<file path="config.mk">
export PLATFORM = sky130hd
export DESIGN_NAME = router_vc_input
export DESIGN_NICKNAME = d
export VERILOG_FILES = /design/src/rtl/router_vc_input.sv
export SDC_FILE = /design/constraint.sdc
export NUM_CORES = 1
export LEC_CHECK = 0
export CORE_ASPECT_RATIO = 1.4
export CORE_UTILIZATION = 52
export DETAILED_ROUTE_END_ITERATION = 12
export GPL_ROUTABILITY_DRIVEN = 0
export PLACE_DENSITY = 0.75
export SLEW_MARGIN = 40
export SYNTH_ARGS = -nofsm -noshare
export SYNTH_HDL_FRONTEND = slang
export SYNTH_SLANG_ARGS = --single-unit
</file>
<file path="constraint.sdc">
create_clock -name clk -period 7.18 [get_ports clk]
set_input_delay 1.436 -clock clk [delete_from_list [all_inputs] [get_ports clk]]
set_output_delay 1.436 -clock clk [all_outputs]
set_load 0.01 [all_outputs]
</file>
<file path="src/rtl/router_vc_input.sv">
// Ring router input port: two virtual-channel FIFOs (even/odd) whose write/drain roles
// swap with the link polarity, plus hop-based routing of each head flit.
module router_vc_fifo #(
  parameter int DATA_WIDTH = 64,
  parameter int DEPTH      = 8,
  parameter int PTR_W      = 3,
  parameter int HOP_MSB    = 55,
  parameter int HOP_LSB    = 48
) (
  input  logic                  clk,
  input  logic                  rst,
  input  logic                  push,
  input  logic                  rd_en,
  input  logic [DATA_WIDTH-1:0] data_in,
  input  logic                  gnt_fwd,
  input  logic                  gnt_pe,
  output logic                  req_fwd,
  output logic                  req_pe,
  output logic                  full,
  output logic [DATA_WIDTH-1:0] data_fwd,
  output logic [DATA_WIDTH-1:0] data_pe,
  output logic [PTR_W:0]        count
);
  localparam int HOP_W = HOP_MSB - HOP_LSB + 1;
  localparam logic [PTR_W:0]   FULL_CNT  = (PTR_W+1)'(DEPTH);
  localparam logic [PTR_W:0]   CNT_ZERO  = {(PTR_W+1){1'b0}};
  localparam logic [PTR_W:0]   CNT_ONE   = (PTR_W+1)'(1'b1);
  localparam logic [PTR_W-1:0] PTR_ZERO  = {PTR_W{1'b0}};
  localparam logic [PTR_W-1:0] PTR_ONE   = PTR_W'(1'b1);
  localparam logic [HOP_W-1:0] HOP_ZERO  = {HOP_W{1'b0}};
  localparam logic [HOP_W-1:0] HOP_ONE   = HOP_W'(1'b1);

  logic [DATA_WIDTH-1:0] mem_r [DEPTH];
  logic [PTR_W-1:0]      wr_ptr_r;
  logic [PTR_W-1:0]      rd_ptr_r;
  logic [PTR_W:0]        count_r;
  logic [DATA_WIDTH-1:0] head_s;
  logic                  pop_s;

  function automatic logic [DATA_WIDTH-1:0] dec_hop(input logic [DATA_WIDTH-1:0] flit);
    logic [DATA_WIDTH-1:0] res;
    res = flit;
    res[HOP_MSB:HOP_LSB] = flit[HOP_MSB:HOP_LSB] - HOP_ONE;
    return res;
  endfunction

  // Head decode: route by hop field, requests gated by read phase and occupancy
  always_comb begin
    head_s   = mem_r[rd_ptr_r];
    req_fwd  = 1'b0;
    req_pe   = 1'b0;
    if (rd_en && (count_r != CNT_ZERO)) begin
      if (head_s[HOP_MSB:HOP_LSB] == HOP_ZERO) begin
        req_pe = 1'b1;
      end else begin
        req_fwd = 1'b1;
      end
    end else begin
      req_fwd = 1'b0;
      req_pe  = 1'b0;
    end
    pop_s    = (gnt_fwd & req_fwd) | (gnt_pe & req_pe);
    full     = (count_r == FULL_CNT);
    data_fwd = dec_hop(head_s);
    data_pe  = head_s;
    count    = count_r;
  end

  // Pointer and occupancy state; push and pop never coincide on one VC
  always_ff @(posedge clk or negedge rst) begin
    if (!rst) begin
      wr_ptr_r <= PTR_ZERO;
      rd_ptr_r <= PTR_ZERO;
      count_r  <= CNT_ZERO;
    end else begin
      if (push) begin
        wr_ptr_r <= wr_ptr_r + PTR_ONE;
      end
      if (pop_s) begin
        rd_ptr_r <= rd_ptr_r + PTR_ONE;
      end
      case ({push, pop_s})
        2'b10:   count_r <= count_r + CNT_ONE;
        2'b01:   count_r <= count_r - CNT_ONE;
        default: count_r <= count_r;
      endcase
    end
  end

  // Flit storage, deliberately left unreset
  always_ff @(posedge clk) begin
    if (push) begin
      mem_r[wr_ptr_r] <= data_in;
    end
  end
endmodule

module router_vc_input #(
  parameter int DATA_WIDTH = 64,
  parameter int DEPTH      = 8,
  parameter int PTR_W      = 3,
  parameter int HOP_MSB    = 55,
  parameter int HOP_LSB    = 48
) (
  input  logic                  clk,
  input  logic                  rst,
  input  logic                  polarity,
  input  logic                  si,
  output logic                  ri,
  input  logic [DATA_WIDTH-1:0] di,
  output logic                  req_fwd_even,
  output logic                  req_fwd_odd,
  output logic                  req_pe_even,
  output logic                  req_pe_odd,
  input  logic                  gnt_fwd_even,
  input  logic                  gnt_fwd_odd,
  input  logic                  gnt_pe_even,
  input  logic                  gnt_pe_odd,
  output logic [DATA_WIDTH-1:0] data_out_fwd_even,
  output logic [DATA_WIDTH-1:0] data_out_fwd_odd,
  output logic [DATA_WIDTH-1:0] data_out_pe_even,
  output logic [DATA_WIDTH-1:0] data_out_pe_odd,
  output logic [PTR_W:0]        count_even,
  output logic [PTR_W:0]        count_odd,
  output logic                  drop_err
);
  logic full_even_s;
  logic full_odd_s;
  logic push_even_s;
  logic push_odd_s;
  logic drop_err_r;

  // polarity=1 writes odd and drains even; polarity=0 the reverse
  always_comb begin
    if (polarity) begin
      ri = !full_odd_s;
    end else begin
      ri = !full_even_s;
    end
    push_even_s = si & ri & !polarity;
    push_odd_s  = si & ri & polarity;
    drop_err    = drop_err_r;
  end

  // Sticky flag for any strobe that arrived while not ready
  always_ff @(posedge clk or negedge rst) begin
    if (!rst) begin
      drop_err_r <= 1'b0;
    end else if (si && !ri) begin
      drop_err_r <= 1'b1;
    end
  end

  router_vc_fifo #(
    .DATA_WIDTH(DATA_WIDTH), .DEPTH(DEPTH), .PTR_W(PTR_W),
    .HOP_MSB(HOP_MSB), .HOP_LSB(HOP_LSB)
  ) u_even (
    .clk(clk), .rst(rst), .push(push_even_s), .rd_en(polarity), .data_in(di),
    .gnt_fwd(gnt_fwd_even), .gnt_pe(gnt_pe_even),
    .req_fwd(req_fwd_even), .req_pe(req_pe_even), .full(full_even_s),
    .data_fwd(data_out_fwd_even), .data_pe(data_out_pe_even), .count(count_even)
  );

  router_vc_fifo #(
    .DATA_WIDTH(DATA_WIDTH), .DEPTH(DEPTH), .PTR_W(PTR_W),
    .HOP_MSB(HOP_MSB), .HOP_LSB(HOP_LSB)
  ) u_odd (
    .clk(clk), .rst(rst), .push(push_odd_s), .rd_en(!polarity), .data_in(di),
    .gnt_fwd(gnt_fwd_odd), .gnt_pe(gnt_pe_odd),
    .req_fwd(req_fwd_odd), .req_pe(req_pe_odd), .full(full_odd_s),
    .data_fwd(data_out_fwd_odd), .data_pe(data_out_pe_odd), .count(count_odd)
  );
endmodule

</file>
Yosys cells after proc, flatten, opt, wreduce, memory -nomap -nowiden:

Memories as Yosys holds them, arrays and structs flattened.
Cells that the tools add are included.

* add/sub/neg operators: 10
* eq/ne operators: 6
* mux-type cells: 15
* bitwise logic cells: 9
* reduce and logical (&&, ||, !) cells: 13

Operators with widths (number)
* $logic_not A8 Y1: 2
* $pmux W4 S2: 2
* $sub A8 B1 Y8 const B: 2
* $mux W1: 13
* $add A3 B1 Y3 const B: 4
* $add A4 B1 Y4 const B: 2
* $eq A4 B4 Y1 const B: 2
* $reduce_bool A4 Y1: 2
* $sub A4 B1 Y4 const B: 2
* $and A1 B1 Y1: 7
* $eq A2 B1 Y1 const B: 2
* $eq A2 B2 Y1 const B: 2
* $logic_not A1 Y1: 4
* $reduce_bool A2 Y1: 2
* $logic_and A1 B1 Y1: 3
* $or A1 B1 Y1: 2

* bits in registers: 21
* RAM bits: 1024
* input port bits: 72
* output and inout bits: 270
* word-level logic and storage cells: 62
* memories kept: 2

Memories
* u_even.mem_r: depth 8, width 64, read ports 1, clocked after memory_dff 0, wr ports 1, RTL line 33 `logic [DATA_WIDTH-1:0] mem_r [DEPTH];`
* u_odd.mem_r: depth 8, width 64, read ports 1, clocked after memory_dff 0, wr ports 1, RTL line 33

Depth between registers and ports, before layout:

Gate-level depths: netlist (run 1).
An unclocked memory read counts as a cell.

* depth in word-level cells: 8
* depth in mapped cells: 16
* depth with buffers taken out: 13

Modules after synthesis:

A second synthesis (run 1) with hierarchy kept.

* cells, all modules: 1780
* area total of the unflattened synthesis: 40774.1 um2

Modules (own cells, without submodules)
* router_vc_fifo at u_odd: times used 1, cells an instance 886, area an instance 20355.8 um2, seq. area each 15625.0 um2
* router_vc_fifo at u_even: times used 1, cells an instance 887, area an instance 20354.5 um2, seq. area each 15625.0 um2
* router_vc_input: times used 1, cells an instance 7, area an instance 63.8 um2, seq. area each 25.0 um2

Worst setup path after synthesis (run 1):

Ideal clock, no wire load.

* kind: input -> register
* from: input port si
* to: memory u_odd.mem_r[0][0], enable pin
* library setup time: 0.644 ns
* arrival time: 7.904 ns
* data required time: 6.536 ns
* slack: -1.367 ns
* stages: 3
* path buffers: 0
* cell sequence: and3_1 > clkinv_1 > nor4_1

* word-level cells in the longest chain between the ends: 4

RTL lines
* start, declared: RTL line 108 `input logic si,`
* $and A1 B1 Y1 (2 in series): RTL line 141 `push_odd_s = si & ri & polarity;`
* $mux W1: RTL line 92 `if (push) begin`
* $mux W1 (implied by the code): RTL line 93 `mem_r[wr_ptr_r] <= data_in;`
* end, declared: RTL line 33

No other way between the ends.

Worst setup path in the final report (run 1):

* from: register u_odd.rd_ptr_r[0]
* to: output port req_pe_odd

* word-level cells in the longest chain between the ends: 4

RTL lines
* start, declared: RTL line 35 `logic [PTR_W-1:0] rd_ptr_r;`
* start signal, assigned: RTL line 80 `rd_ptr_r <= rd_ptr_r + PTR_ONE;`
* $mem_v2 Z8 W64
* $logic_not A8 Y1: RTL line 53 `if (head_s[HOP_MSB:HOP_LSB] == HOP_ZERO) begin`
* $mux W1: RTL line 53
* $mux W1: RTL line 52 `if (rd_en && (count_r != CNT_ZERO)) begin`
* end, declared: RTL line 114 `output logic req_pe_odd,`

No other way between the ends.

==> results of run 1 <==
[state kept, by name, summed over array words and instances (netlist names)]
name and count:
u_odd.mem_r 512, u_even.wr_ptr_r 3, u_even.mem_r 512, drop_err 1, u_odd.wr_ptr_r 3, u_odd.rd_ptr_r 3
u_even.count 4, u_even.rd_ptr_r 3, u_odd.count 4
[worst max path at each step]
stage | to | slack (ns) | cells after the start
final | req_pe_odd | 1.71 | 7
after global routing | req_pe_odd | 1.48 | 7
after CTS | req_pe_odd | 1.60 | 7
after detailed placement | req_pe_odd | 2.33 | 7
after global placement | data_out_pe_odd[32] | 2.25 | 4
after floorplan | u_even.mem_r[1][0] | 0.09 | 4
[metrics by stage]
stage	hold slack (ns)	power (W)	cells	utilization [%]	setup slack [ns]
floorplan	0.4805	0.01237	1780	-	0.08794
global placement	0.4639	0.01527	3017	57.69	2.253
detailed placement	0.4906	0.01544	3020	57.78	2.331
CTS	0.5239	0.02033	3185	61.62	1.604
global route	0.5501	0.02090	3187	61.66	1.477
finish	0.5174	0.02008	3187	61.66	1.713
[cells in the mapped netlist, drive strengths merged]
| cell type | instances | area share [%] |
|---|---|---|
| edfxtp | 1024 | 75 |
| mux4 | 252 | 14 |
| buf | 143 | 2.5 |
| mux2 | 127 | 3.5 |
| clkbuf | 43 | 0.40 |
| dfrtp | 21 | 1.3 |
| nand2 | 21 | 0.19 |
| inv | 18 | 0.17 |
| mux2i | 16 | 0.40 |
| xnor2 | 16 | 0.34 |
| nor2 | 15 | 0.14 |
| ha | 13 | 0.40 |
| nor3 | 12 | 0.16 |
| xor2 | 12 | 0.26 |
| nand3 | 9 | 0.11 |
| nand3b | 5 | 0.092 |
| nor3b | 4 | 0.074 |
| nand2b | 3 | 0.046 |
| nor4 | 3 | 0.083 |
| a21o | 2 | 0.037 |
| a21oi | 2 | 0.025 |
| and2 | 2 | 0.031 |
| and3 | 2 | 0.031 |
| fa | 2 | 0.098 |
| nand4 | 2 | 0.046 |
| nor2b | 2 | 0.031 |
| o21ai | 2 | 0.025 |
| a22oi | 1 | 0.018 |
| a31oi | 1 | 0.015 |
| and3b | 1 | 0.021 |
| and4 | 1 | 0.028 |
| clkinv | 1 | 0.0092 |
| o21bai | 1 | 0.018 |
| o41a | 1 | 0.028 |
[layout make-up]
cell class                      count  area [um^2]  share of cell area, %
Antenna cell                        1        2.502               0.005225
Tap cell                         1045         1308                  2.730
Clock buffer                      118         2504                  5.228
Timing Repair Buffer              382         3851                  8.042
Sequential cell                  1045        31300                  65.35
Multi-Input combinational cell    530         8378                  17.49
Inverter                           19        71.32                 0.1489
Clock inverter                     47        479.2                  1.001
[per-layer routing]
layer / vias up / track usage [%] / routed length [um]
met3: 124 / 2.897 / 4203
met5: - / 0 / 43
li1: 7849 / - / -
met4: 6 / 7.065 / 2054
met1: 9982 / 27.71 / 32910
met2: 631 / 40.13 / 47190
[worst max-delay path: stages, from the launching register on]
cell,delay (ns)
dfrtp_4,0.78
buf_12,0.31
mux4_2,0.53
mux2i_1,0.39
ha_1,0.34
nand4_2,0.21
nor3_1,0.22
clkdlybuf4s50_1,0.58
[power by group through the flow]
stage                     Clock, W  Sequential [W]  Combinational (W)
after floorplan                  0         0.00751            0.00486
after global placement           0         0.00788            0.00739
after detailed placement         0         0.00780            0.00764
after CTS                  0.00497         0.00768            0.00768
after global routing       0.00520         0.00772            0.00798
final                      0.00488         0.00767            0.00753
[cells by family after synthesis]
| kind of cell | count (synthesis) | share of synthesized area [%] |
|---|---|---|
| compound gates | 10 | 0.1658 |
| mux | 395 | 17.87 |
| xor+xnor | 28 | 0.6019 |
| fa+ha+maj | 15 | 0.4975 |
| buf+inv | 205 | 3.025 |
| simple gates | 82 | 1.084 |
| flops | 1045 | 76.76 |
==> impl_results.md, run 1 <==
- Status: completed
- Final TNS setup: 0 ns
- Via-per-instance ratio: 5.834
- CP required: 5.74 ns
- Post-route ant nets: 0
- Worst slew pin tran: between 0.8 and 0.9 ns
- Drt drc: 0
- Hold depth: 1
- Crit path max fanout: 27
- Pwr per Cell Area: 419.2 nW/um^2
- Max capacitance violation total: 0
- Setup violators final: 0
- Cts hold-fix bufs: 0
- GRT Resource Usage Total: 22.22%
- Relative slew slack: ~44%
- Unique cell type count in the Yosys netlist: 43
- Total iterations of the first detailed-routing run: 5
- R2R cell count: 14
- Num Clock Sinks: around 1000
- Worst-skew pair later-pin latency: 0.65 ns
- CTS Buf Count: slightly above 90
- Largest net degree at the start of global routing: 73
- Fillers: 5197
- Max VDD drop: 368.7 uV
- Sequential area share after synthesis: 76.76%
- CTS tree: built
- HP Class: register to register
- 1st-iter DRT viols: 1616
- Num ports: roughly 340
- Post-DP Area: 44870 um^2
- Fmax: around 180 MHz
- Die area: 79500 um^2
- Input/output buffers: 341
- Starting density of the core: 52.46%
- # nets final: 2158
- P_sw: 0.005942 W
- RR Endpoint: u_odd.count[3]
- CP Class: register to output pin
- R2R Setup Slk: 2.82 ns
- Arrival @ worst endpoint: a little over 4 ns
- Clock root buffer: clkbuf_16
- CP Launch Point: u_odd.rd_ptr_r[0]
- Clock Skew: 0.02097 ns
- Post-Route WL: about 86000 um
- Synthesized instance count: 1780
- Final Cycle Share: 76.14%
- Hold Crit Endpoint: drop_err
- Vias in the first global route: 19835
- Worst-path clk slew: 0.06 ns
- Finished Cell Area: 47890 um^2
- Part of the power in combinational logic: between 30% and 40%
- Area Growth Syn to Fin: 17.54%
- Reg2reg start: u_odd.rd_ptr_r[0]
- Power share of the clock group: around a quarter
- CTS max path bufs: 3
- Final Max Tran Viols: 0
- Worst setup SP type: register
- Warnings from Yosys: 0
- Commonest non-fill, non-tap cells in the layout: edfxtp_1 (1024), clkdlybuf4s50_1 (340), mux4_2 (252)
- Mapped Avg Cell Area: 22.89 um^2
- Post-Syn Nets: 1867
- Period minus WS final: 5.467 ns
- Commonest non-fill, non-tap cell in the layout: edfxtp_1
- Hold Startpoint: drop_err
- Leakage: about 15 nW
- Post-DP HPWL: 48140 um
- # resized after CTS: 0
- Post-CTS setup buffers: 0
- Share of layout cells above drive strength 1: 27.18%
- Gr ovfl total: 0
- Mapped Area: 40750 um^2
- Switching share of power: 29.59%
- H-tree Lvls: 3
- Row count: between 100 and 150
- First-pass GRT wire length: 128300 um
- Via count: 18592
- Initial antenna violation count: 5
- Unrepaired setup endpoints after global routing: false
- Die height: 333.2 um
- Core area: 77670 um^2
- Die X: 238.6 um
- Final hold violations: 0
- DR WL/cell: 27.11 um
- Yosys reg bits: 1045
- Sequential share of power: 38.2%
- Critical Path End Type: output pin
- Internal Power: approximately 0.014 W
(Power assumes the default switching activity.)
==> run 2: changes to the inputs <==
- clock period: 7.18 -> 5 ns (I/O delays scaled with it)
==> impl_results.md, run 2 (synthesis results as in run 1) <==
- Status: completed
- CP peak stage delay: 0.71 ns (-0.07 ns)
- Row count: 121 (unchanged)
- Slowest-stage cell, CP: dfrtp_4
- Worst setup SP type: register
- Die height: 333.2 um (unchanged)
- Final Max Tran Viols: 0 (unchanged)
- Buf+Inv Stages, Crit Path: 1 (-1)
- Max VDD drop: 460.5 uV (+25%)
- # resized after CTS: 0 (unchanged)
- Worst slew pin tran: 0.8574 ns (+0.01549 ns)
- CP required: 4.00 ns (-1.74 ns)
- Via count: 18520 (-0.39%)
- Post-DP Area: 44880 um^2 (about the same)
- First-pass GRT wire length: 127800 um (-0.34%)
- Clock root buffer: clkbuf_16
- Worst-skew pair later-pin latency: 0.67 ns (+0.02 ns)
- Post-route ant nets: 0 (unchanged)
- Final Cycle Share: a little over nine tenths
- CTS tree: built
- GRT Resource Usage Total: 22.17% (-0.049 points)
- Post-CTS setup buffers: 0 (unchanged)
- H-tree Lvls: 3 (unchanged)
- Overall power: 0.02878 W (+43%)
- CP Class: register to output pin
- Gr ovfl total: 0 (unchanged)
- Vias in the first global route: 19929 (+0.47%)
- CTS Buf Count: 94 (+1.1%)
- DR WL/cell: 26.81 um (-1.1%)
- Crit-path leading delay family: multiplexers
- Drt drc: 0 (unchanged)
- HP Class: primary input to asynchronous set/reset pin
- Die area: 79500 um^2 (unchanged)
- Unrepaired setup endpoints after global routing: false
- Largest registers: u_even.mem_r x512, u_odd.mem_r x512
- Finished Cell Area: 47930 um^2 (about the same)
- Area Growth Syn to Fin: 17.64% (about the same)
- Final std cells w/o fill: 3202 (+0.47%)
- 1st-iter DRT viols: 1391 (-14%)
- Max capacitance violation total: 0 (unchanged)
- Input/output buffers: 341 (unchanged)
- Pwr per Cell Area: 600.5 nW/um^2 (+43%)
- Die X: 238.6 um (unchanged)
- Critical Path End Type: output pin
- CTS max path bufs: 3 (unchanged)
- Clock Skew: 0.02382 ns (+0.002852 ns)
- Setup violators final: 0 (unchanged)
- Num Clock Sinks: 1045 (unchanged)
- Final TNS setup: 0 ns (unchanged)
- Post-DP HPWL: 48800 um (+1.4%)
- Worst-path clk slew: 0.06 ns (about the same)
- Arrival @ worst endpoint: 3.72 ns (-0.31 ns)
- Core area: 77670 um^2 (unchanged)
- Post-layout util: 61.71% (about the same)
- Via-per-instance ratio: 5.784 (-0.85%)
- Commonest non-fill, non-tap cells in the layout: edfxtp_1 (1024), clkdlybuf4s50_1 (340), mux4_2 (252)
- Total iterations of the first detailed-routing run: 5 (unchanged)
- Fillers: 5193 (-0.077%)
- Final hold violations: 0 (unchanged)
- Largest net degree at the start of global routing: 85 (+16%)
- Leakage: 15.27 nW (+0.16%)
- Critical path, cell by cell: mux4_2 > mux2_2 > nor4_4 > and4_4 > and2_1 > clkdlybuf4s50_1
- Placed Cells incl. Taps: 3022 (+0.066%)
- Fmax: 211.7 MHz
- Num ports: 342 (unchanged)
- Relative slew slack: 42.84% (-1.0 points)
- Cts hold-fix bufs: 0 (unchanged)
- Share of layout cells above drive strength 1: 27.37% (+0.18 points)
- Period minus WS final: 4.724 ns
- Crit path max fanout: 21 (-22%)
- # nets final: 2163 (+0.23%)
- Post-Route WL: 85840 um (-0.64%)
- Initial antenna violation count: 2 (-3)
- Commonest non-fill, non-tap cell in the layout: edfxtp_1
- Starting density of the core: 52.46% (unchanged)
==> run 2: final timing paths <==
| check | from | to | slack [ns] | cells past startpoint |
|---|---|---|---|---|
| max | u_even.rd_ptr_r[0] | req_pe_even | 0.28 | 6 |
| min | rst | u_even.wr_ptr_r[1] | 0.31 | 1 |
| max reg2reg | u_even.rd_ptr_r[0] | u_even.count[3] | 0.90 | 12 |
| min reg2reg | drop_err | drop_err | 0.48 | 1 |
| max in group asynchronous | rst | u_odd.rd_ptr_r[2] | 4.30 | 1 |
| min in group clk | drop_err | drop_err | 0.48 | 1 |
==> run 2: metrics by stage <==
step	hold WS, ns	setup WS, ns
2_1_floorplan	0.4805	-1.422
3_3_place_gp	0.4608	0.8960
3_5_place_dp	0.4675	0.9411
4_1_cts	0.2792	0.2129
5_1_grt	0.3320	0.1260
6_report	0.3051	0.2759
==> run 2: layout make-up <==
| cell class | count | area, um^2 | share of cell area, % |
|---|---|---|---|
| Antenna cell | 1 | 2.502 | 0.005221 |
| Clock buffer | 114 | 2470 | 5.153 |
| Clock inverter | 62 | 508.0 | 1.060 |
| Inverter | 19 | 71.32 | 0.1488 |
| Multi-Input combinational cell | 530 | 8384 | 17.49 |
| Sequential cell | 1045 | 31300 | 65.30 |
| Tap cell | 1045 | 1308 | 2.728 |
| Timing Repair Buffer | 386 | 3890 | 8.116 |
==> run 2: power by group <==
part / internal [W] / switching [W]
logic: 0.00596 / 0.00493
clock network: 0.00381 / 0.00313
registers: 0.0104 / 0.000583
total: 0.0201 / 0.00864
==> run 2: routing by layer <==
layer | global-route usage [%] | vias to the layer above | routed length, um
li1 | - | 7848 | -
met1 | 27.45 | 9894 | 32350
met2 | 39.57 | 639 | 46680
met3 | 3.112 | 137 | 4221
met4 | 8.183 | 2 | 2578
met5 | 0 | - | 12
==> run 3: changes to the inputs <==
- PLACE_DENSITY: 0.75 -> 0.76
==> impl_results.md, run 3 (synthesis results as in run 1) <==
- Commonest non-fill, non-tap cell in the layout: edfxtp_1
- CTS Buf Count: 93 (-1.1%)
- Row count: 121 (unchanged)
- Max VDD drop: 436.5 uV (-5.2%)
- Relative slew slack: 44.03% (+1.2 points)
- Gr ovfl total: 0 (unchanged)
- CTS max path bufs: 3 (unchanged)
- Critical Path End Type: output pin
- 1st-iter DRT viols: 1590 (+14%)
- Final hold violations: 0 (unchanged)
- Cts hold-fix bufs: 0 (unchanged)
- Crit path max fanout: 40 (+90%)
- Post-layout util: 61.81% (+0.098 points)
- CTS tree: built
- Die height: 333.2 um (unchanged)
- Die area: 79500 um^2 (unchanged)
- Die X: 238.6 um (unchanged)
- Worst setup SP type: register
- Via count: 18728 (+1.1%)
- Post-CTS setup buffers: 0 (unchanged)
- # nets final: 2167 (+0.18%)
- Share of layout cells above drive strength 1: 27.11% (-0.25 points)
- Largest registers: u_even.mem_r x512, u_odd.mem_r x512
- Via-per-instance ratio: 5.851 (+1.2%)
- Unrepaired setup endpoints after global routing: false
- Post-DP HPWL: 49440 um (+1.3%)
- Worst-skew pair later-pin latency: 0.67 ns (about the same)
- GRT Resource Usage Total: 22.00% (-0.17 points)
- Total iterations of the first detailed-routing run: 5 (unchanged)
- RR Endpoint: u_even.count[3]
- Input/output buffers: 341 (unchanged)
- Drt drc: 0 (unchanged)
- Num Clock Sinks: 1045 (unchanged)
- DR WL/cell: 26.99 um (+0.69%)
- HP Class: primary input to asynchronous set/reset pin
- Leakage: 15.31 nW (+0.30%)
- Initial antenna violation count: 4 (+2)
- CP Class: register to output pin
- Max capacitance violation total: 0 (unchanged)
- Final Max Tran Viols: 0 (unchanged)
- Vias in the first global route: 19794 (-0.68%)
- Setup WS post-layout: 0.3339 ns (+0.05792 ns)
- Worst-path clk slew: 0.07 ns (about the same)
- Worst slack at placement: 0.8134 ns (-0.1277 ns)
- R2R Setup Slk: 0.96 ns (+0.06 ns)
- Largest net degree at the start of global routing: 87 (+2.4%)
- Core area: 77670 um^2 (unchanged)
- Final Cycle Share: 93.32% (-1.2 points)
- Post-route ant nets: 0 (unchanged)
- First-pass GRT wire length: 126700 um (-0.91%)
- Status: completed
- H-tree Lvls: 3 (unchanged)
- Num ports: 342 (unchanged)
- Post-Route WL: 86410 um (+0.66%)
- Worst slew pin tran: 0.8395 ns (-0.01795 ns)
- Setup violators final: 0 (unchanged)
- Clock root buffer: clkbuf_16
- Final std cells w/o fill: 3201 (-0.031%)
- Finished Cell Area: 48010 um^2 (+0.16%)
- Commonest non-fill, non-tap cells in the layout: edfxtp_1 (1024), clkdlybuf4s50_1 (340), mux4_2 (252)
- Arrival @ worst endpoint: 3.67 ns (-0.05 ns)
- Area Growth Syn to Fin: 17.82%
- Fmax: 214.3 MHz (+1.2%)
- CP required: 4.00 ns (about the same)
- Reg2reg start: u_even.rd_ptr_r[2]
- Period minus WS final: 4.666 ns (-0.05792 ns)
- Post-DP Area: 45000 um^2 (+0.28%)
- Pwr per Cell Area: 601.6 nW/um^2 (+0.17%)
- Starting density of the core: 52.46% (unchanged)
- R2R cell count: 12 (unchanged)
- # resized after CTS: 0 (unchanged)
- Placed Cells incl. Taps: 3029 (+0.23%)
- Clock Skew: 0.02587 ns (+0.002047 ns)
==> run 3: cell count changes in the layout (fill, tap and decap cells not counted), sizes merged <==
cell / previous run / this run
bufinv: 5 / 9
buf: 46 / 51
clkinv: 50 / 38
inv: 21 / 23
diode: 1 / 2
clkinvlp: 5 / 1
clkbuf: 114 / 117
==> run 3: report_power, final <==
part           switching [W]  leakage [nW]  internal [W]
clock network        0.00305          1.46       0.00398
registers           0.000584          9.49        0.0104
logic                0.00491          4.36       0.00597
==> run 3: critical path: stages (launching register included) <==
cell and delay (ns):
dfrtp_4 0.89, mux4_2 0.41, mux2_2 0.33, nor4_4 0.34, and4_4 0.36, and2_1 0.15, clkdlybuf4s50_1 0.53
==> run 3: how the worst max path moves through the flow <==
stage,cells after the start,to,slack [ns],startpoint
3_3_place_gp,5,data_out_fwd_even[22],0.91,u_even.rd_ptr_r[0]
5_1_grt,5,data_out_pe_even[22],0.14,u_even.rd_ptr_r[0]
6_report,6,req_pe_even,0.33,u_even.rd_ptr_r[2]
2_1_floorplan,3,u_odd.mem_r[2][0],-1.42,si
3_5_place_dp,5,data_out_pe_even[12],0.81,u_even.rd_ptr_r[0]
4_1_cts,5,data_out_pe_even[22],0.09,u_even.rd_ptr_r[0]
==> run 3: final cells by class <==
class                           count  area (um^2)
Antenna cell                        2        5.005
Clock buffer                      117         2480
Clock inverter                     52        491.7
Fill cell                        5115        29660
Inverter                           19        71.32
Multi-Input combinational cell    530         8391
Sequential cell                  1045        31300
Tap cell                         1045         1308
Timing Repair Buffer              391         3964
==> run 3: metal layers <==
metal / vias up / GRT usage (%) / part of all wire, %
met4: 4 / 8.633 / 3.0
met1: 10036 / 27.56 / 38
li1: 7857 / - / -
met5: - / 0 / 0.031
met2: 701 / 38.81 / 54
met3: 130 / 2.955 / 5.1
==> run 3: per-stage QoR <==
step	TNS, ns	total power (W)	hold slack, ns
4_1_cts	0	0.02919	0.2914
6_report	0	0.02888	0.3062
3_5_place_dp	0	0.02216	0.4769
3_3_place_gp	0	0.02193	0.4630
5_1_grt	0	0.03000	0.3311
2_1_floorplan	-273.00	0.01776	0.4805
